[config.mk]
export PLATFORM = sky130hd
export DESIGN_NAME = ecc_133_scrub_ctrl
export DESIGN_NICKNAME = d
export VERILOG_FILES = /design/src/rtl/ecc_133_scrub_ctrl_pkg.sv /design/src/rtl/ecc_133_scrub_ctrl_fault_detc.sv /design/src/rtl/ecc_133_scrub_ctrl.sv
export SDC_FILE = /design/constraint.sdc
export NUM_CORES = 1
export LEC_CHECK = 0
export CORE_ASPECT_RATIO = 0.75
export CORE_UTILIZATION = 53
export CTS_CLUSTER_SIZE = 30
export DETAILED_ROUTE_END_ITERATION = 10
export GPL_ROUTABILITY_DRIVEN = 0
export PLACE_DENSITY = 0.85
export SKIP_CTS_REPAIR_TIMING = 1
export SYNTH_ARGS = -nofsm -noshare
export SYNTH_HDL_FRONTEND = slang
export SYNTH_SLANG_ARGS = --single-unit
[constraint.sdc]
create_clock -name clk -period 7.5 [get_ports clk]
set_input_delay 0.75 -clock clk [delete_from_list [all_inputs] [get_ports clk]]
set_output_delay 0.75 -clock clk [all_outputs]
set_load 0.02 [all_outputs]
[src/rtl/ecc_133_scrub_ctrl_pkg.sv]
// Shared definitions for the 133b+9b ECC scrubber: code geometry, FSM
// state encoding and the SECDED syndrome / correction helpers.
package ecc_133_scrub_ctrl_pkg;

  localparam int ECC_DW   = 133;
  localparam int ECC_PW   = 9;
  // Highest Hamming codeword position (data + 8 check bits, 1-based).
  localparam int ECC_NPOS = ECC_DW + ECC_PW - 1;

  typedef enum logic [2:0] {
    SC_IDLE  = 3'd0,
    SC_WAIT  = 3'd1,
    SC_READ  = 3'd2,
    SC_CHECK = 3'd3,
    SC_WB    = 3'd4
  } scrub_state_e;

  // Returns {overall_parity_error, hamming_syndrome}. Check bit j sits at
  // codeword position 2**j; data bits fill the remaining positions from 3
  // upward. parity[8] is even parity over the whole word.
  function automatic logic [ECC_PW-1:0] ecc_syndrome(input logic [ECC_DW-1:0] data,
                                                     input logic [ECC_PW-1:0] parity);
    logic [ECC_PW-2:0] syn;
    int d;
    syn = parity[ECC_PW-2:0];
    d   = 0;
    for (int p = 3; p <= ECC_NPOS; p++) begin
      if ((p & (p - 1)) != 0) begin
        if (data[d[7:0]]) syn ^= (ECC_PW-1)'(p);
        d++;
      end
    end
    return {(^data) ^ (^parity), syn};
  endfunction

  // Flip the data bit whose codeword position equals the syndrome; a
  // syndrome pointing at a check bit leaves the data untouched.
  function automatic logic [ECC_DW-1:0] ecc_correct(input logic [ECC_DW-1:0] data,
                                                    input logic [ECC_PW-2:0] syn);
    logic [ECC_DW-1:0] c;
    int d;
    c = data;
    d = 0;
    for (int p = 3; p <= ECC_NPOS; p++) begin
      if ((p & (p - 1)) != 0) begin
        if (syn == (ECC_PW-1)'(p)) c[d[7:0]] = ~c[d[7:0]];
        d++;
      end
    end
    return c;
  endfunction

endpackage

[src/rtl/ecc_133_scrub_ctrl_fault_detc.sv]
// Dual-redundant SECDED checker. Two independent syndrome copies are
// compared; any divergence is reported as a checker fault.
module ecc_133_fault_detc
  import ecc_133_scrub_ctrl_pkg::*;
(
  input  logic [ECC_DW-1:0] data,
  input  logic [ECC_PW-1:0] parity,
  input  logic              fault_detc_en,
  input  logic              bypass,
  output logic              sbit_err,
  output logic              dbit_err,
  output logic              ecc_fault,
  output logic [ECC_DW-1:0] corr_data
);

  logic [ECC_PW-1:0] chk_a;
  logic [ECC_PW-1:0] chk_b;
  logic [ECC_PW-2:0] syn;
  logic              ovr;

  // Two copies of the same syndrome tree; they must stay physically separate.
  assign chk_a = ecc_syndrome(data, parity);
  assign chk_b = ecc_syndrome(data, parity);
  assign {ovr, syn} = chk_a;

  // Odd overall parity with an in-range syndrome is correctable; anything
  // else with a nonzero syndrome is uncorrectable.
  assign sbit_err  = !bypass && ovr && (syn <= (ECC_PW-1)'(ECC_NPOS));
  assign dbit_err  = !bypass && ((!ovr && syn != '0) || (ovr && syn > (ECC_PW-1)'(ECC_NPOS)));
  assign ecc_fault = !bypass && fault_detc_en && (chk_a != chk_b);
  assign corr_data = ecc_correct(data, syn);

endmodule

[src/rtl/ecc_133_scrub_ctrl.sv]
// Background scrubber for the ECC-protected FIFO RAM: walks every entry,
// writes back corrected data on single-bit errors, counts events, and
// always yields the RAM port to functional traffic.
module ecc_133_scrub_ctrl
  import ecc_133_scrub_ctrl_pkg::*;
#(
  parameter int DATA_WIDTH   = ECC_DW,
  parameter int PARITY_WIDTH = ECC_PW,
  parameter int ADDR_WIDTH   = 6,
  parameter int DEPTH        = 64,
  parameter int CNT_WIDTH    = 8,
  parameter int IVL_WIDTH    = 16
) (
  input  logic                    clk,
  input  logic                    rst_n,
  input  logic                    scrub_en,
  input  logic [IVL_WIDTH-1:0]    scrub_interval,
  input  logic                    ecc_fault_detc_en,
  input  logic                    cnt_clr,
  input  logic                    func_req,
  input  logic                    func_wr_en,
  input  logic [ADDR_WIDTH-1:0]   func_wr_addr,
  output logic                    mem_rd_en,
  output logic [ADDR_WIDTH-1:0]   mem_rd_addr,
  input  logic [DATA_WIDTH-1:0]   mem_rd_data,
  input  logic [PARITY_WIDTH-1:0] mem_rd_parity,
  output logic                    mem_wr_en,
  output logic [ADDR_WIDTH-1:0]   mem_wr_addr,
  output logic [DATA_WIDTH-1:0]   mem_wr_data,
  output logic                    err_vld,
  output logic [ADDR_WIDTH-1:0]   err_addr,
  output logic [CNT_WIDTH-1:0]    sbit_cnt,
  output logic [CNT_WIDTH-1:0]    dbit_cnt,
  output logic [CNT_WIDTH-1:0]    fault_cnt,
  output logic                    dbit_irq,
  output logic                    pass_done
);

  localparam logic [2:0] IDLE  = SC_IDLE;
  localparam logic [2:0] WAIT  = SC_WAIT;
  localparam logic [2:0] READ  = SC_READ;
  localparam logic [2:0] CHECK = SC_CHECK;
  localparam logic [2:0] WB    = SC_WB;

  logic [2:0]            state;
  logic [ADDR_WIDTH-1:0] addr;
  logic [IVL_WIDTH-1:0]  ivl_cnt;
  logic [DATA_WIDTH-1:0] wb_data;
  logic                  sbit_err, dbit_err, ecc_fault;
  logic [DATA_WIDTH-1:0] corr_data;
  logic                  race, last, adv;
  logic                  log_fault, log_dbit, log_sbit;

  ecc_133_fault_detc u_fault_detc (
    .data          (mem_rd_data),
    .parity        (mem_rd_parity),
    .fault_detc_en (ecc_fault_detc_en),
    .bypass        (1'b0),
    .sbit_err      (sbit_err),
    .dbit_err      (dbit_err),
    .ecc_fault     (ecc_fault),
    .corr_data     (corr_data)
  );

  // A functional write to the entry being scrubbed makes our copy stale.
  assign race        = func_wr_en && (func_wr_addr == addr);
  assign last        = (addr == ADDR_WIDTH'(DEPTH - 1));
  assign mem_rd_en   = (state == READ) && scrub_en && !func_req;
  assign mem_rd_addr = addr;
  assign mem_wr_en   = (state == WB) && !func_req && !race;
  assign mem_wr_addr = addr;
  assign mem_wr_data = wb_data;

  assign log_fault = (state == CHECK) && ecc_fault;
  assign log_dbit  = (state == CHECK) && !ecc_fault && dbit_err;
  assign log_sbit  = (state == CHECK) && !ecc_fault && !dbit_err && sbit_err;

  // Current entry is finished this cycle: move to the next address.
  always_comb begin
    adv = 1'b0;
    case (state)
      CHECK:   adv = !log_sbit || race;
      WB:      adv = !func_req || race;
      default: adv = 1'b0;
    endcase
  end

  // Scrub FSM, address walk and interval timer.
  always_ff @(posedge clk or negedge rst_n) begin
    if (!rst_n) begin
      state     <= IDLE;
      addr      <= '0;
      ivl_cnt   <= '0;
      wb_data   <= '0;
      pass_done <= 1'b0;
    end else begin
      pass_done <= 1'b0;
      if (adv) begin
        addr      <= last ? '0 : addr + 1'b1;
        pass_done <= last;
        ivl_cnt   <= scrub_interval;
        state     <= scrub_en ? WAIT : IDLE;
      end else begin
        case (state)
          IDLE: if (scrub_en) begin
            ivl_cnt <= scrub_interval;
            state   <= WAIT;
          end
          WAIT: begin
            if (!scrub_en)           state   <= IDLE;
            else if (ivl_cnt == '0)  state   <= READ;
            else                     ivl_cnt <= ivl_cnt - 1'b1;
          end
          READ: begin
            if (!scrub_en)      state <= IDLE;
            else if (!func_req) state <= CHECK;
          end
          CHECK: begin
            wb_data <= corr_data;
            state   <= WB;
          end
          WB:      state <= WB;
          default: state <= IDLE;
        endcase
      end
    end
  end

  // Event log and saturating counters; a clear beats a same-cycle increment.
  always_ff @(posedge clk or negedge rst_n) begin
    if (!rst_n) begin
      err_vld   <= 1'b0;
      err_addr  <= '0;
      sbit_cnt  <= '0;
      dbit_cnt  <= '0;
      fault_cnt <= '0;
      dbit_irq  <= 1'b0;
    end else begin
      err_vld <= log_fault || log_dbit || log_sbit;
      if (log_fault || log_dbit || log_sbit) err_addr <= addr;
      if (cnt_clr) begin
        sbit_cnt  <= '0;
        dbit_cnt  <= '0;
        fault_cnt <= '0;
        dbit_irq  <= 1'b0;
      end else begin
        if (log_sbit  && sbit_cnt  != '1) sbit_cnt  <= sbit_cnt  + 1'b1;
        if (log_dbit  && dbit_cnt  != '1) dbit_cnt  <= dbit_cnt  + 1'b1;
        if (log_fault && fault_cnt != '1) fault_cnt <= fault_cnt + 1'b1;
        if (log_fault || log_dbit)        dbit_irq  <= 1'b1;
      end
    end
  end

endmodule

== Yosys cells after proc, flatten, opt, wreduce, memory -nomap -nowiden ==
Index checks and enable logic that the tools add are counted.

* Add/subtract/negate cells: 4
* Bitwise gates (word level): 268
* Equal/unequal tests: 146
* Magnitude comparators: 2
* Multiplexer cells: 289
* Reduce and logical (&&, ||, !) cells: 35

{| class="wikitable"
|+ Operators by type and width
! cell !! count
|-
| 8-bit by 7-bit equality test with 1-bit output, second input constant || 63
|-
| 7-bit two-way mux || 64
|-
| 8-bit by 6-bit equality test with 1-bit output, second input constant || 31
|-
| 6-bit two-way mux || 33
|-
| 8-bit two-way mux || 19
|-
| 4-bit NOT || 38
|-
| 1-bit NOT || 134
|-
| 133-bit two-way mux || 1
|-
| 133-bit XOR reduction || 1
|-
| 132-bit two-way mux || 1
|-
| 131-bit two-way mux || 1
|-
| 130-bit two-way mux || 1
|-
| 129-bit two-way mux || 1
|-
| 128-bit two-way mux || 1
|-
| 127-bit two-way mux || 1
|-
| 126-bit two-way mux || 1
|-
| 125-bit two-way mux || 1
|-
| 124-bit two-way mux || 1
|-
| 123-bit two-way mux || 1
|-
| 3-bit NOT || 41
|-
| 122-bit two-way mux || 1
|-
| 121-bit two-way mux || 1
|-
| 8-bit by 5-bit equality test with 1-bit output, second input constant || 15
|-
| 120-bit two-way mux || 1
|-
| 154 further kinds || 291
|}

* Input port bits: 171
* Output and inout bits: 180
* Flip-flop bits (word level): 191

== Logic depth before layout (Yosys ltp) ==
Gate-level depths: netlist of run 1.

* Depth after elaboration: 400
* Depth in mapped cells: 14
* Gate-level depth less buffers: 13

== By module ==
A second synthesis of run 1 with hierarchy kept.

* Cells, all modules: 1187
* Area total of the unflattened synthesis: 13628.1 um^2

{| class="wikitable"
|+ Modules (own cells, without submodules)
! module !! instances !! area each (um^2) !! seq. area each (um^2) !! cells each
|-
| ecc_133_scrub_ctrl || 1 || 8385.5 || 4779.6 || 622
|-
| ecc_133_fault_detc || 1 || 5242.5 || 0.0 || 565
|}

== Worst setup path before layout of run 1 ==
No wires, ideal clock.

* Path kind: input -> register
* From: in mem_rd_data[87]
* To: reg wb_data[132], in the netlist mem_wr_data[132]
* Stages on the path: 13
* Data required time: 7.368 ns
* Arrival: 3.840 ns
* Slack: 3.528 ns
* Buffers on the path: 3
* Library setup time: 0.132 ns
* Cell sequence: xnor2_1 > xnor3_2 > xnor3_1 > xnor3_1 > xnor3_1 > a311oi_4 > o211ai_4 > nand2b_4 > buf_6 > buf_6 > buf_2 > nand2_1 > o21ai_1

* Cells in the longest elaborated chain, start to end: 89

{| class="wikitable"
|+ Ends and longest elaborated chain
! element !! line !! source
|-
| from (decl) || ecc_133_scrub_ctrl.sv:25 || <nowiki>input logic [DATA_WIDTH-1:0] mem_rd_data,</nowiki>
|-
| 7-bit two-way mux || ecc_133_scrub_ctrl_pkg.sv:29 || <nowiki>if (data[d[7:0]]) syn ^= (ECC_PW-1)'(p);</nowiki>
|-
| 2-bit NOT (no line) || n/a ||
|-
| 7-bit two-way mux || ecc_133_scrub_ctrl_pkg.sv:29 ||
|-
| 3-bit NOT (no line) || n/a ||
|-
| 7-bit two-way mux || ecc_133_scrub_ctrl_pkg.sv:29 ||
|-
| 3-bit NOT (no line) || n/a ||
|-
| 7-bit two-way mux || ecc_133_scrub_ctrl_pkg.sv:29 ||
|-
| 4-bit NOT (no line) || n/a ||
|-
| (+72 left out) || n/a ||
|-
| 1-bit logical OR || ecc_133_scrub_ctrl_fault_detc.sv:29 || <nowiki>assign dbit_err = !bypass && ((!ovr && syn != '0) || (ovr && syn > (ECC_PW-1)'(ECC_NPOS)));</nowiki>
|-
| 1-bit zero test || ecc_133_scrub_ctrl.sv:76 || <nowiki>assign log_sbit = (state == CHECK) && !ecc_fault && !dbit_err && sbit_err;</nowiki>
|-
| 1-bit logical AND (2 in a row) || ecc_133_scrub_ctrl.sv:76 ||
|-
| 1-bit zero test || ecc_133_scrub_ctrl.sv:82 || <nowiki>CHECK: adv = !log_sbit || race;</nowiki>
|-
| 1-bit logical OR || ecc_133_scrub_ctrl.sv:82 ||
|-
| 1-bit case mux with 2 select lines || ecc_133_scrub_ctrl.sv:81 || <nowiki>case (state)</nowiki>
|-
| 1-bit NOT (no line) || n/a ||
|-
| 2-bit AND reduction (no line) || n/a ||
|-
| to (signal assigned) || ecc_133_scrub_ctrl.sv:119 || <nowiki>wb_data <= corr_data;</nowiki>
|-
| to (decl) || ecc_133_scrub_ctrl.sv:48 || <nowiki>logic [DATA_WIDTH-1:0] wb_data;</nowiki>
|}

Several ways; a longest one is shown, not always the timed one.
A chain may end at the register's enable or synchronous reset.

== Worst setup path in the final report of run 1 ==
* From: in mem_rd_data[87]
* To: reg wb_data[57], in the netlist mem_wr_data[57]

* Cells in the longest elaborated chain, start to end: 155

{| class="wikitable"
|+ Ends and longest elaborated chain
! element !! line !! source
|-
| 7-bit two-way mux || ecc_133_scrub_ctrl_pkg.sv:29 ||
|-
| 2-bit NOT (no line) || n/a ||
|-
| 7-bit two-way mux || ecc_133_scrub_ctrl_pkg.sv:29 ||
|-
| 3-bit NOT (no line) || n/a ||
|-
| 7-bit two-way mux || ecc_133_scrub_ctrl_pkg.sv:29 ||
|-
| 3-bit NOT (no line) || n/a ||
|-
| 7-bit two-way mux || ecc_133_scrub_ctrl_pkg.sv:29 ||
|-
| 4-bit NOT (no line) || n/a ||
|-
| (+139 left out) || n/a ||
|-
| 126-bit two-way mux || ecc_133_scrub_ctrl_pkg.sv:46 || <nowiki>if (syn == (ECC_PW-1)'(p)) c[d[7:0]] = ~c[d[7:0]];</nowiki>
|-
| 127-bit two-way mux || ecc_133_scrub_ctrl_pkg.sv:46 ||
|-
| 128-bit two-way mux || ecc_133_scrub_ctrl_pkg.sv:46 ||
|-
| 129-bit two-way mux || ecc_133_scrub_ctrl_pkg.sv:46 ||
|-
| 130-bit two-way mux || ecc_133_scrub_ctrl_pkg.sv:46 ||
|-
| 131-bit two-way mux || ecc_133_scrub_ctrl_pkg.sv:46 ||
|-
| 132-bit two-way mux || ecc_133_scrub_ctrl_pkg.sv:46 ||
|-
| 133-bit two-way mux || ecc_133_scrub_ctrl_pkg.sv:46 ||
|}

Several ways; a longest one is shown, not always the timed one.

==> load_flow_metrics.sql, run 1 <==
INSERT INTO impl_metrics (metric_group, metric, value, unit) VALUES
('critical_path', 'cp_top_family', 'XOR/XNOR gates', ''),
('global_route', 'grt_usage', '34.9', '%'),
('power_and_ir_drop', 'cellPowerDensity', '405', 'mW/mm2'),
('clock_network', 'clock-root-buffer', 'clkbuf_16', ''),
('critical_path', 'cpMaxStageDelayCell', 'xnor3_1', ''),
('power_and_ir_drop', 'clock_power_share', '15.8', '%'),
('final_layout', 'register_area', '0.00458', 'mm2'),
('power_and_ir_drop', 'swShare', '51.9', '%'),
('yosys', 'synth_ff_type', 'dfrtp_1', ''),
('critical_path', 'critPathArrivalTime', '5.64', 'ns'),
('route', 'detail_route.first_pass.iterations', '5', ''),
('sta', 'max_freq', '0.189', 'GHz'),
('min_path', 'timing.hold.worst.class', 'in2async', ''),
('final_layout', 'multi_input_comb_area', '0.00739', 'mm2'),
('power_and_ir_drop', 'power_leakage', '6.48', 'nW'),
('yosys', 'yosysSeqAreaShare', '37.2', '%'),
('critical_path', 'crit_chain', 'clkdlybuf4s50_1 > xnor2_1 > xnor3_2 > xnor3_1 > xnor3_1 > xnor3_1 > a311oi_4 > o211ai_4 > nand2b_4 > buf_12 > nand2_1 > o21ai_1', ''),
('power_and_ir_drop', 'switchingPower', '3.47', 'mW'),
('sta', 'slew_violations', '0', ''),
('global_route', 'grt_start_max_net_pins', '145', ''),
('critical_path', 'worstPathRequired', '7.85', 'ns'),
('route', 'avgViaCountPerCell', '5.56', ''),
('sta', 'whs', '0.248', 'ns'),
('critical_path', 'cp-endpoint', 'mem_wr_data[57]', ''),
('sta', 'timing_worst_slew_pin_value', '1.30', 'ns'),
('critical_path', 'critPathMaxStageDelay', '0.71', 'ns'),
('clock_network', 'cts_max_path_buffers', '2', ''),
('final_layout', 'fin_util', '73.8', '%'),
('sta', 'setup-tns-final', '0', 'ns'),
('critical_path', 'cp-startpoint', 'mem_rd_data[87]', ''),
('yosys', 'synth-edff-count', '0', ''),
('yosys', 'yosys_warnings', '0', ''),
('yosys', 'ys_async_sr_fraction', '100', '%'),
('sta', 'finalHoldViolations', '0', ''),
('yosys', 'syn_avg_cell_area', '9.17', 'um2'),
('global_route', 'grt_pass1_wl', '61100', 'um'),
('final_layout', 'antenna-diode-count', '0', ''),
('final_layout', 'synthToLayoutAreaGrowth', '34.4', '%'),
('critical_path', 'critical-path-top-cell-by-count', 'xnor3_1', ''),
('sta', 'grt_setup_unrepaired', 'no', ''),
('floorplanning', 'floorplan.die.height', '134', 'um'),
('critical_path', 'crit_buf_inv', '2', ''),
('floorplanning', 'floorplan.io_pins', '351', ''),
('power_and_ir_drop', 'comb_power_share', '65.9', '%'),
('clock_network', 'cts_inserted_buffers', '17', ''),
('critical_path', 'rrSetupSlack', '3.80', 'ns'),
('sta', 'maxSlewHeadroom', '13.3', '%'),
('floorplanning', 'die_extent_in_x', '178', 'um'),
('critical_path', 'crit_type', 'in2reg', ''),
('power_and_ir_drop', 'sequential_cell_fraction_of_total_power', '18.3', '%'),
('power_and_ir_drop', 'ir_drop', '0.757', 'mV'),
('route', 'remaining_drc_errors', '0', ''),
('floorplanning', 'initial_core_utilization', '54.9', '%'),
('sta', 'pnr_worst_setup_slack', '2.21', 'ns'),
('critical_path', 'rr_startpoint', 'ivl_cnt[0]', ''),
('placement', 'dp_hpwl', '32000', 'um'),
('placement', 'dp_worst_setup_slack', '1.87', 'ns'),
('route', 'num_vias', '10900', ''),
('critical_path', 'instance_count_on_the_critical_path', '12', ''),
('status', 'status', 'complete, no violations', ''),
('clock_network', 'htree_num_levels', '4', ''),
('clock_network', 'clk-insertion-delay-late', '0.43', 'ns'),
('floorplanning', 'coreArea', '0.0224', 'mm2'),
('run', 'timing.max_cap.violations', '0', ''),
('sta', 'layout_min_cycle_time', '5.29', 'ns'),
('clock_network', 'clock_transition_time_at_the_flip_flop_clock_pins_of_the_worst_setup_and_hold_paths', '0.07', 'ns'),
('route', 'first_iter_violations', '1066', ''),
('sta', 'final_min_period_over_clock_period', '70.5', '%'),
('yosys', 'number_of_register_bits_inferred_by_synthesis', '183', ''),
('floorplanning', 'die_area', '0.0238', 'mm2'),
('sta', 'setup_viol_count_final', '0', '');
[cells in the mapped netlist, drive strengths merged, types with 3 or more instances]
library cell / n / area, um2
ha: 4 / 50.1
mux2i: 4 / 40.0
clkbuf: 34 / 128
xnor3: 30 / 677
nand4: 9 / 56.3
nand2b: 14 / 95.1
dfrtp: 183 / 4580
nor3: 9 / 50.1
buf: 35 / 228
inv: 6 / 22.5
and2: 3 / 18.8
and3: 6 / 37.5
nand3b: 6 / 45.0
or3: 3 / 18.8
o21ai: 152 / 768
xnor2: 268 / 2350
nand3: 24 / 120
a21oi: 34 / 174
nor2: 108 / 405
mux2: 7 / 78.8
or2: 8 / 50.0
nand2: 237 / 890
or4: 4 / 30.0
a21o: 3 / 22.5
o211ai: 3 / 36.3
xor2: 112 / 996
xor3: 3 / 71.3
nor2b: 6 / 37.5
o22ai: 3 / 18.8
[cells in the final DEF, fill, tap and decap left out, types with 24 or more instances in the layout]
| cell | instances |
|---|---|
| xnor3_1 | 29 |
| xor2_1 | 110 |
| dfrtp_1 | 183 |
| nand3_1 | 24 |
| nor2_1 | 108 |
| nand2_1 | 237 |
| o21ai_1 | 133 |
| clkdlybuf4s50_1 | 340 |
| a21oi_1 | 33 |
| xnor2_1 | 268 |
[how the worst min path moves through the flow]
stage                     cells past startpoint                to
after floorplan                               0       dbit_cnt[0]
after global routing                          1       sbit_cnt[3]
after global placement                        2  mem_wr_data[104]
final                                         1       sbit_cnt[1]
after CTS                                     1       sbit_cnt[1]
after detailed placement                      2    mem_wr_data[7]
[routing by layer]
layer | wire length (um) | GRT usage [%]
met5 | 13 | 0
met3 | 4540 | 9.24
met2 | 18300 | 52.8
met4 | 1200 | 11.9
met1 | 17300 | 48.5
[flip-flops by register name, summed over array words and instances, names as in the netlist]
name         flops
ivl_cnt         16
sbit_cnt         8
mem_wr_data    133
dbit_cnt         8
state            3
err_vld          1
dbit_irq         1
mem_rd_addr      6
err_addr         6
pass_done        1
[cell type report]
type	instances	share of cell area [%]
multi-input combinational	1091	44.7
clock inverter	12	1.42
timing repair buffer	351	21.2
tap	294	2.22
inverter	6	0.136
clock buffer	19	2.68
sequential	183	27.7
[power groups by stage]
stage / clock (mW) / sequential, mW / combinational [mW]
after floorplan: 0 / 1.37 / 2.65
after global placement: 0 / 1.23 / 4.16
after detailed placement: 0 / 1.24 / 4.24
after CTS: 1.07 / 1.22 / 4.26
after global routing: 1.11 / 1.24 / 4.62
final: 1.06 / 1.22 / 4.41
[worst register-to-register path, stage by stage, from the launching register on]
cell      delay, ns
dfrtp_1        0.40
inv_1          0.09
ha_1           0.21
or3b_2         0.49
nor2_1         0.16
nand3b_1       0.15
or2_2          0.33
or4_1          0.42
or4_1          0.42
nor2_1         0.19
a211o_1        0.16
o211ai_1       0.07
buf_4          0.25
a21oi_1        0.18
a21oi_1        0.05
[stage by stage]
| stage | instance area [um2] | total power [mW] | cells |
|---|---|---|---|
| global route | 16500 | 6.97 | 1956 |
| finish | 16500 | 6.69 | 1956 |
| CTS | 16500 | 6.55 | 1956 |
| floorplan | 12300 | 4.02 | 1349 |
| detailed placement | 15900 | 5.48 | 1925 |
| global placement | 15900 | 5.40 | 1925 |
[cell families (layout without fill, tap and decap cells)]
logic type | after synthesis | in the layout | share of synthesized area, %
and+or+nand+nor | 447 | 447 | 15.7
xor gates and xnor gates | 413 | 413 | 33.2
AOI/OAI and AO/OA | 208 | 208 | 9.36
DFF | 183 | 183 | 37.2
buffers and inverters | 75 | 388 | 3.07
muxes | 11 | 11 | 0.966
adders and majority gates | 4 | 4 | 0.407
other | 1 | 8 | 0.0305
Power figures use the tool's default switching activity.
==> inputs of run 2 (changes only) <==
CORE_UTILIZATION = 44   (was 53)
PLACE_DENSITY = 0.75   (was 0.85)
clock period = 4.4 ns   (was 7.5 ns; I/O delays follow)
==> run 2 against run 1 <==
  * Combinational power rose by 100%
  * Flip-flop and latch count is the same
  * Worst setup slack got worse by 2.0 ns
  * Largest power group unchanged
  * Highest routed layer unchanged
==> load_flow_metrics.sql, run 2 (same netlist as run 1, synthesis figures left out) <==
INSERT INTO impl_metrics (metric_group, metric, value, unit) VALUES
('critical_path', 'crit_chain', 'clkdlybuf4s50_1 > xnor2_1 > buf_4 > xnor3_2 > xnor3_1 > xnor3_1 > xnor3_1 > buf_4 > buf_4 > nand2_1 > nor2_1 > nand2_1 > xor2_1 > o21ai_1', ''),
('global_route', 'global_route.overflow_total', '0', ''),
('route', 'detail_route.first_pass.iterations', '5', ''),
('critical_path', 'worstPathRequired', '4.72', 'ns'),
('power_and_ir_drop', 'power_leakage', '6.92', 'nW'),
('route', 'routedWlPerCell', '20.5', 'um'),
('run', 'timing.max_cap.violations', '0', ''),
('floorplanning', 'floorplan.die.height', '147', 'um'),
('placement', 'dp_hpwl', '34400', 'um'),
('placement', 'detailed_place.area', '0.0167', 'mm2'),
('route', 'remaining_drc_errors', '0', ''),
('sta', 'setup_viol_count_final', '0', ''),
('power_and_ir_drop', 'ir_drop', '1.17', 'mV'),
('clock_network', 'htree_num_levels', '4', ''),
('critical_path', 'path_max_fanout', '6', ''),
('floorplanning', 'die_extent_in_x', '195', 'um'),
('final_layout', 'final_cell_mix', 'clkdlybuf4s50_1 (340), xnor2_1 (268), nand2_1 (237)', ''),
('global_route', 'initial_antenna_violation_count', '4', ''),
('final_layout', 'fin_util', '63.5', '%'),
('sta', 'maxSlewHeadroom', '50.7', '%'),
('final_layout', 'largest_register_ff_count', '133', ''),
('placement', 'place.port_buffers', '341', ''),
('sta', 'max_freq', '0.238', 'GHz'),
('critical_path', 'crit_buf_inv', '4', ''),
('final_layout', 'design_area', '0.0173', 'mm2'),
('clock_network', 'cts_max_path_buffers', '2', ''),
('critical_path', 'critPathMaxStageDelay', '0.62', 'ns'),
('global_route', 'grt_usage', '30.3', '%'),
('sta', 'fin_worst_skew', '0.0117', 'ns'),
('critical_path', 'rrSetupSlack', '0.63', 'ns'),
('sta', 'final_min_period_over_clock_period', '95.5', '%'),
('critical_path', 'endpoint_kind', 'flop', ''),
('critical_path', 'crit_type', 'in2reg', ''),
('clock_network', 'clk-insertion-delay-late', '0.45', 'ns'),
('final_layout', 'layout_commonest_cell', 'clkdlybuf4s50_1', ''),
('global_route', 'number_of_global_route_vias_before_repair', '10800', ''),
('clock_network', 'clock-root-buffer', 'clkbuf_16', ''),
('sta', 'grt_setup_unrepaired', 'no', ''),
('floorplanning', 'placement_rows', '52', ''),
('route', 'avgViaCountPerCell', '5.22', ''),
('floorplanning', 'coreArea', '0.0273', 'mm2'),
('power_and_ir_drop', 'cellPowerDensity', '731', 'mW/mm2'),
('global_route', 'grt_start_max_net_pins', '94', ''),
('critical_path', 'crit_path_start_kind', 'input pin', ''),
('clock_network', 'cts_sinks', '183', ''),
('global_route', 'grt_pass1_wl', '64500', 'um'),
('sta', 'slew_violations', '0', ''),
('final_layout', 'final_nets', '1918', ''),
('sta', 'timing_worst_slew_pin_value', '0.737', 'ns'),
('floorplanning', 'initial_core_utilization', '45.2', '%'),
('clock_network', 'clock_transition_time_at_the_flip_flop_clock_pins_of_the_worst_setup_and_hold_paths', '0.07', 'ns'),
('critical_path', 'critPathArrivalTime', '4.52', 'ns'),
('route', 'route.antenna.remaining_nets', '0', ''),
('critical_path', 'cp_top_family', 'XOR/XNOR gates', ''),
('route', 'first_iter_violations', '841', ''),
('final_layout', 'synthToLayoutAreaGrowth', '40.6', '%'),
('clock_network', 'cts_inserted_buffers', '17', ''),
('final_layout', 'layout.filler_cells', '2241', ''),
('sta', 'layout_min_cycle_time', '4.20', 'ns'),
('route', 'num_vias', '11000', ''),
('status', 'status', 'complete, no violations', ''),
('min_path', 'timing.hold.worst.class', 'in2async', ''),
('route', 'final_wirelength', '43200', 'um'),
('final_layout', 'drive_above_1_share', '9.11', '%'),
('floorplanning', 'die_area', '0.0287', 'mm2'),
('floorplanning', 'floorplan.io_pins', '351', ''),
('critical_path', 'cpMaxStageDelayCell', 'nor2_1', ''),
('sta', 'finalHoldViolations', '0', ''),
('clock_network', 'cts_tree', 'built', '');
run 2: cell types whose count changed in the layout (fill, tap and decap cells not counted), sizes merged:
cell / previous run / this run
diode: 0 / 3
inv: 11 / 7
dlygate4sd3: 0 / 1
buf: 11 / 103
clkbuf: 19 / 22
clkinv: 1 / 4
bufinv: 6 / 2
clkinvlp: 0 / 3
run 2: stage by stage:
| stage | worst slack (ns) | setup TNS (ns) | hold slack [ns] | total power [mW] | std cells |
|---|---|---|---|---|---|
| 5_1_grt | 0.0785 | 0 | 0.495 | 13.2 | 2110 |
| 3_3_place_gp | -0.0940 | -0.687 | 0.375 | 10.7 | 2074 |
| 6_report | 0.197 | 0 | 0.472 | 12.6 | 2110 |
| 3_5_place_dp | -0.173 | -8.66 | 0.376 | 10.8 | 2074 |
| 4_1_cts | 0.287 | 0 | -0.0954 | 12.5 | 2106 |
| 2_1_floorplan | 0.738 | 0 | 0.144 | 6.85 | 1349 |
run 2: final timing paths:
| check | startpoint | to | depth (start not counted) |
|---|---|---|---|
| worst max register to register | ivl_cnt[0] | ivl_cnt[14] | 14 |
| worst min register to register | mem_wr_data[98] | mem_wr_data[98] | 2 |
| max in group asynchronous | rst_n | mem_wr_data[66] | 3 |
| min in group clk | mem_wr_data[98] | mem_wr_data[98] | 2 |
| worst min-delay path | rst_n | mem_rd_addr[1] | 2 |
| worst max-delay path | mem_rd_data[87] | mem_wr_data[69] | 14 |
run 2: cell type report:
class | instances | area [um2] | share of cell area [%]
clock inverters | 10 | 119 | 0.687
flip-flops and latches | 183 | 4580 | 26.5
inverters | 6 | 22.5 | 0.130
repair buffers | 444 | 4270 | 24.6
well taps | 351 | 439 | 2.54
diodes | 3 | 7.51 | 0.0434
multi-input cells | 1091 | 7390 | 42.7
clock buffers | 22 | 484 | 2.80
run 2: worst register-to-register path: cells and delay by family, from the launching register on:
family,cells,cell delay (ns)
buffers and inverters,2,0.31
AND/OR/NAND/NOR,7,2.19
AO/OA/AOI/OAI,4,0.52
flip-flops,1,0.41
adder cells (fa/ha/maj),1,0.22
run 2: power by group:
| group | switching (mW) | internal (mW) | leakage (nW) |
|---|---|---|---|
| Clock | 0.706 | 0.900 | 0.289 |
| Sequential | 0.176 | 1.92 | 2.50 |
| Combinational | 5.29 | 3.66 | 4.13 |
| Total | 6.17 | 6.47 | 6.92 |
run 2: metal layers:
layer  share of wire, %  track usage [%]  up-vias
met3                9.4             8.91       54
met2                 44             44.9      511
met1                 45             43.2     5284
met5              0.023                0        -
met4                1.9             7.87        2
li1                   -                -     5170
==> inputs of run 3 (changes only) <==
CORE_UTILIZATION = 60   (was 44)
CTS_BUF_LIST = sky130_fd_sc_hd__clkbuf_8   (was not set)
DONT_BUFFER_PORTS = 1   (was not set)
PLACE_DENSITY = 0.76   (was 0.75)
RECOVER_POWER = 25   (was not set)
==> run 3 against run 2 <==
  * The run now ends with hold timing left
  * Utilization increased by 2.6 points
  * Global-route usage is 5.4 points higher
  * Cell count decreased by 24%
  * Wire length shrank 14%
  * Largest cell class unchanged
==> load_flow_metrics.sql, run 3 (same netlist as run 1, synthesis figures left out) <==
INSERT INTO impl_metrics (metric_group, metric, value, unit) VALUES
('power_and_ir_drop', 'ir_drop', '1.06', 'mV'),
('final_layout', 'drive_above_1_share', '6.40', '%'),
('final_layout', 'final_nets', '1505', ''),
('final_layout', 'layout_commonest_cell', 'xnor2_1', ''),
('clock_network', 'clock-root-buffer', 'clkbuf_8', ''),
('route', 'final_wirelength', '37200', 'um'),
('critical_path', 'path_max_fanout', '70', ''),
('floorplanning', 'floorplan.io_pins', '351', ''),
('final_layout', 'largest_register_ff_count', '133', ''),
('sta', 'whs', '-0.368', 'ns'),
('status', 'status', 'complete, but fails checks', ''),
('global_route', 'global_route.overflow_total', '0', ''),
('critical_path', 'crit_path_start_kind', 'input pin', ''),
('critical_path', 'rr_startpoint', 'ivl_cnt[0]', ''),
('floorplanning', 'floorplan.die.height', '126', 'um'),
('critical_path', 'crit_chain', 'xnor2_1 > xnor2_1 > xnor2_1 > xnor3_1 > xnor3_1 > xnor2_1 > a311oi_4 > o211ai_4 > nand2b_4 > buf_12 > nand2_1 > o21ai_1', ''),
('clock_network', 'cts_sinks', '183', ''),
('power_and_ir_drop', 'comb_power_share', '65.8', '%'),
('status', 'failing_checks', 'hold timing', ''),
('floorplanning', 'die_area', '0.0211', 'mm2'),
('power_and_ir_drop', 'power', '10.6', 'mW'),
('sta', 'setup-tns-final', '0', 'ns'),
('power_and_ir_drop', 'cellPowerDensity', '813', 'mW/mm2'),
('sta', 'grt_setup_unrepaired', 'no', ''),
('sta', 'layout_min_cycle_time', '3.92', 'ns'),
('route', 'remaining_drc_errors', '0', ''),
('sta', 'finalHoldViolations', '183', ''),
('clock_network', 'cts_tree', 'built', ''),
('critical_path', 'worstPathRequired', '4.80', 'ns'),
('final_layout', 'final_cell_mix', 'xnor2_1 (268), nand2_1 (237), dfrtp_1 (183)', ''),
('global_route', 'initial_antenna_violation_count', '0', ''),
('floorplanning', 'initial_core_utilization', '62.5', '%'),
('clock_network', 'cts_max_path_buffers', '2', ''),
('sta', 'slew_violations', '0', ''),
('sta', 'maxSlewHeadroom', '33.0', '%'),
('global_route', 'number_of_global_route_vias_before_repair', '9167', ''),
('sta', 'timing_worst_slew_pin_value', '0.998', 'ns'),
('route', 'num_vias', '9403', ''),
('critical_path', 'cpMaxStageDelayCell', 'xnor2_1', ''),
('critical_path', 'critical-path-top-cell-by-count', 'xnor2_1', ''),
('power_and_ir_drop', 'switchingPower', '5.81', 'mW'),
('global_route', 'grt_usage', '35.7', '%'),
('run', 'timing.max_cap.violations', '0', ''),
('critical_path', 'critPathMaxStageDelay', '0.80', 'ns'),
('critical_path', 'ff2ff_path_depth', '14', ''),
('global_route', 'grt_pass1_wl', '55600', 'um'),
('power_and_ir_drop', 'cell_internal_pwr', '4.77', 'mW'),
('power_and_ir_drop', 'swShare', '54.9', '%'),
('clock_network', 'clock_transition_time_at_the_flip_flop_clock_pins_of_the_worst_setup_and_hold_paths', '0.12', 'ns'),
('placement', 'place.port_buffers', '0', ''),
('sta', 'max_freq', '0.255', 'GHz'),
('global_route', 'grt_start_max_net_pins', '184', ''),
('sta', 'final_min_period_over_clock_period', '89.2', '%'),
('clock_network', 'clk-insertion-delay-late', '0.48', 'ns'),
('route', 'detail_route.first_pass.iterations', '5', ''),
('critical_path', 'rrSetupSlack', '0.61', 'ns'),
('placement', 'dp_hpwl', '29100', 'um'),
('floorplanning', 'coreArea', '0.0197', 'mm2'),
('final_layout', 'synthToLayoutAreaGrowth', '5.75', '%'),
('floorplanning', 'die_extent_in_x', '167', 'um'),
('power_and_ir_drop', 'sequential_cell_fraction_of_total_power', '22.7', '%'),
('power_and_ir_drop', 'power_leakage', '5.24', 'nW'),
('route', 'route.antenna.remaining_nets', '0', ''),
('route', 'routedWlPerCell', '23.3', 'um'),
('power_and_ir_drop', 'clock_power_share', '11.5', '%'),
('critical_path', 'timing.rr.end', 'ivl_cnt[0]', ''),
('critical_path', 'critPathArrivalTime', '4.32', 'ns'),
('critical_path', 'crit_type', 'in2reg', ''),
('route', 'avgViaCountPerCell', '5.89', ''),
('sta', 'fin_worst_skew', '0.0198', 'ns'),
('floorplanning', 'placement_rows', '44', ''),
('critical_path', 'endpoint_kind', 'flop', ''),
('final_layout', 'antenna-diode-count', '0', ''),
('final_layout', 'layout.filler_cells', '1659', ''),
('clock_network', 'htree_num_levels', '4', ''),
('route', 'first_iter_violations', '910', ''),
('min_path', 'timing.hold.worst.class', 'in2async', ''),
('sta', 'setup_viol_count_final', '0', ''),
('clock_network', 'cts_inserted_buffers', '17', '');
run 3: cell types whose count changed in the layout (fill, tap and decap cells not counted), sizes merged:
cell	delta
buf	-74
bufinv	-1
clkbuf	-5
clkdlybuf4s50	-340
clkinv	+3
clkinvlp	-3
diode	-3
dlygate4sd3	+1
inv	+6
run 3: final cells by class:
cell class | count | area [um2] | area share (%)
multi-input cells | 1091 | 7390 | 56.8
flip-flops and latches | 183 | 4580 | 35.2
well taps | 253 | 317 | 2.43
repair buffers | 31 | 288 | 2.21
clock buffers | 17 | 234 | 1.80
clock inverters | 15 | 188 | 1.44
inverters | 6 | 22.5 | 0.173
run 3: worst max-delay path by stage:
stage	cells after the start	startpoint	endpoint
6_report	12	mem_rd_data[27]	mem_wr_data[69]
3_3_place_gp	11	mem_rd_data[87]	mem_wr_data[64]
3_5_place_dp	12	mem_rd_data[27]	mem_wr_data[69]
4_1_cts	12	mem_rd_data[27]	mem_wr_data[69]
5_1_grt	12	mem_rd_data[27]	mem_wr_data[9]
2_1_floorplan	13	mem_rd_data[87]	mem_wr_data[132]
run 3: per-stage QoR:
step	hold WS, ns	setup slack, ns	area (um2)	instances	util [%]
after floorplan	0.144	0.738	12300	1349	-
after global placement	0.147	0.194	12600	1562	63.8
after detailed placement	0.147	0.103	12600	1562	63.8
after CTS	-0.392	0.616	13000	1594	65.9
after global routing	-0.395	0.314	13000	1596	66.0
final	-0.368	0.476	13000	1596	66.0
run 3: power by group through the flow:
stage / sequential (mW) / combinational (mW) / clock (mW)
floorplan: 2.34 / 4.51 / 0
finish: 2.40 / 6.96 / 1.22
detailed placement: 2.43 / 6.71 / 0
global route: 2.43 / 7.33 / 1.29
global placement: 2.43 / 6.60 / 0
CTS: 2.40 / 6.74 / 1.23
run 3: layer usage:
layer,share of wire (%),track usage [%],routed length [um]
met1,41,47.7,15200
met2,44,53.6,16300
met3,13,13.8,4880
met4,2.3,11.2,850
met5,0,0,0
run 3: worst max-delay path, delay by kind of cell:
| kind | cells | cell delay (ns) |
|---|---|---|
| XOR/XNOR | 6 | 2.24 |
| AO/OA/AOI/OAI | 3 | 0.74 |
| AND/OR/NAND/NOR | 2 | 0.53 |
| buffers and inverters | 1 | 0.31 |
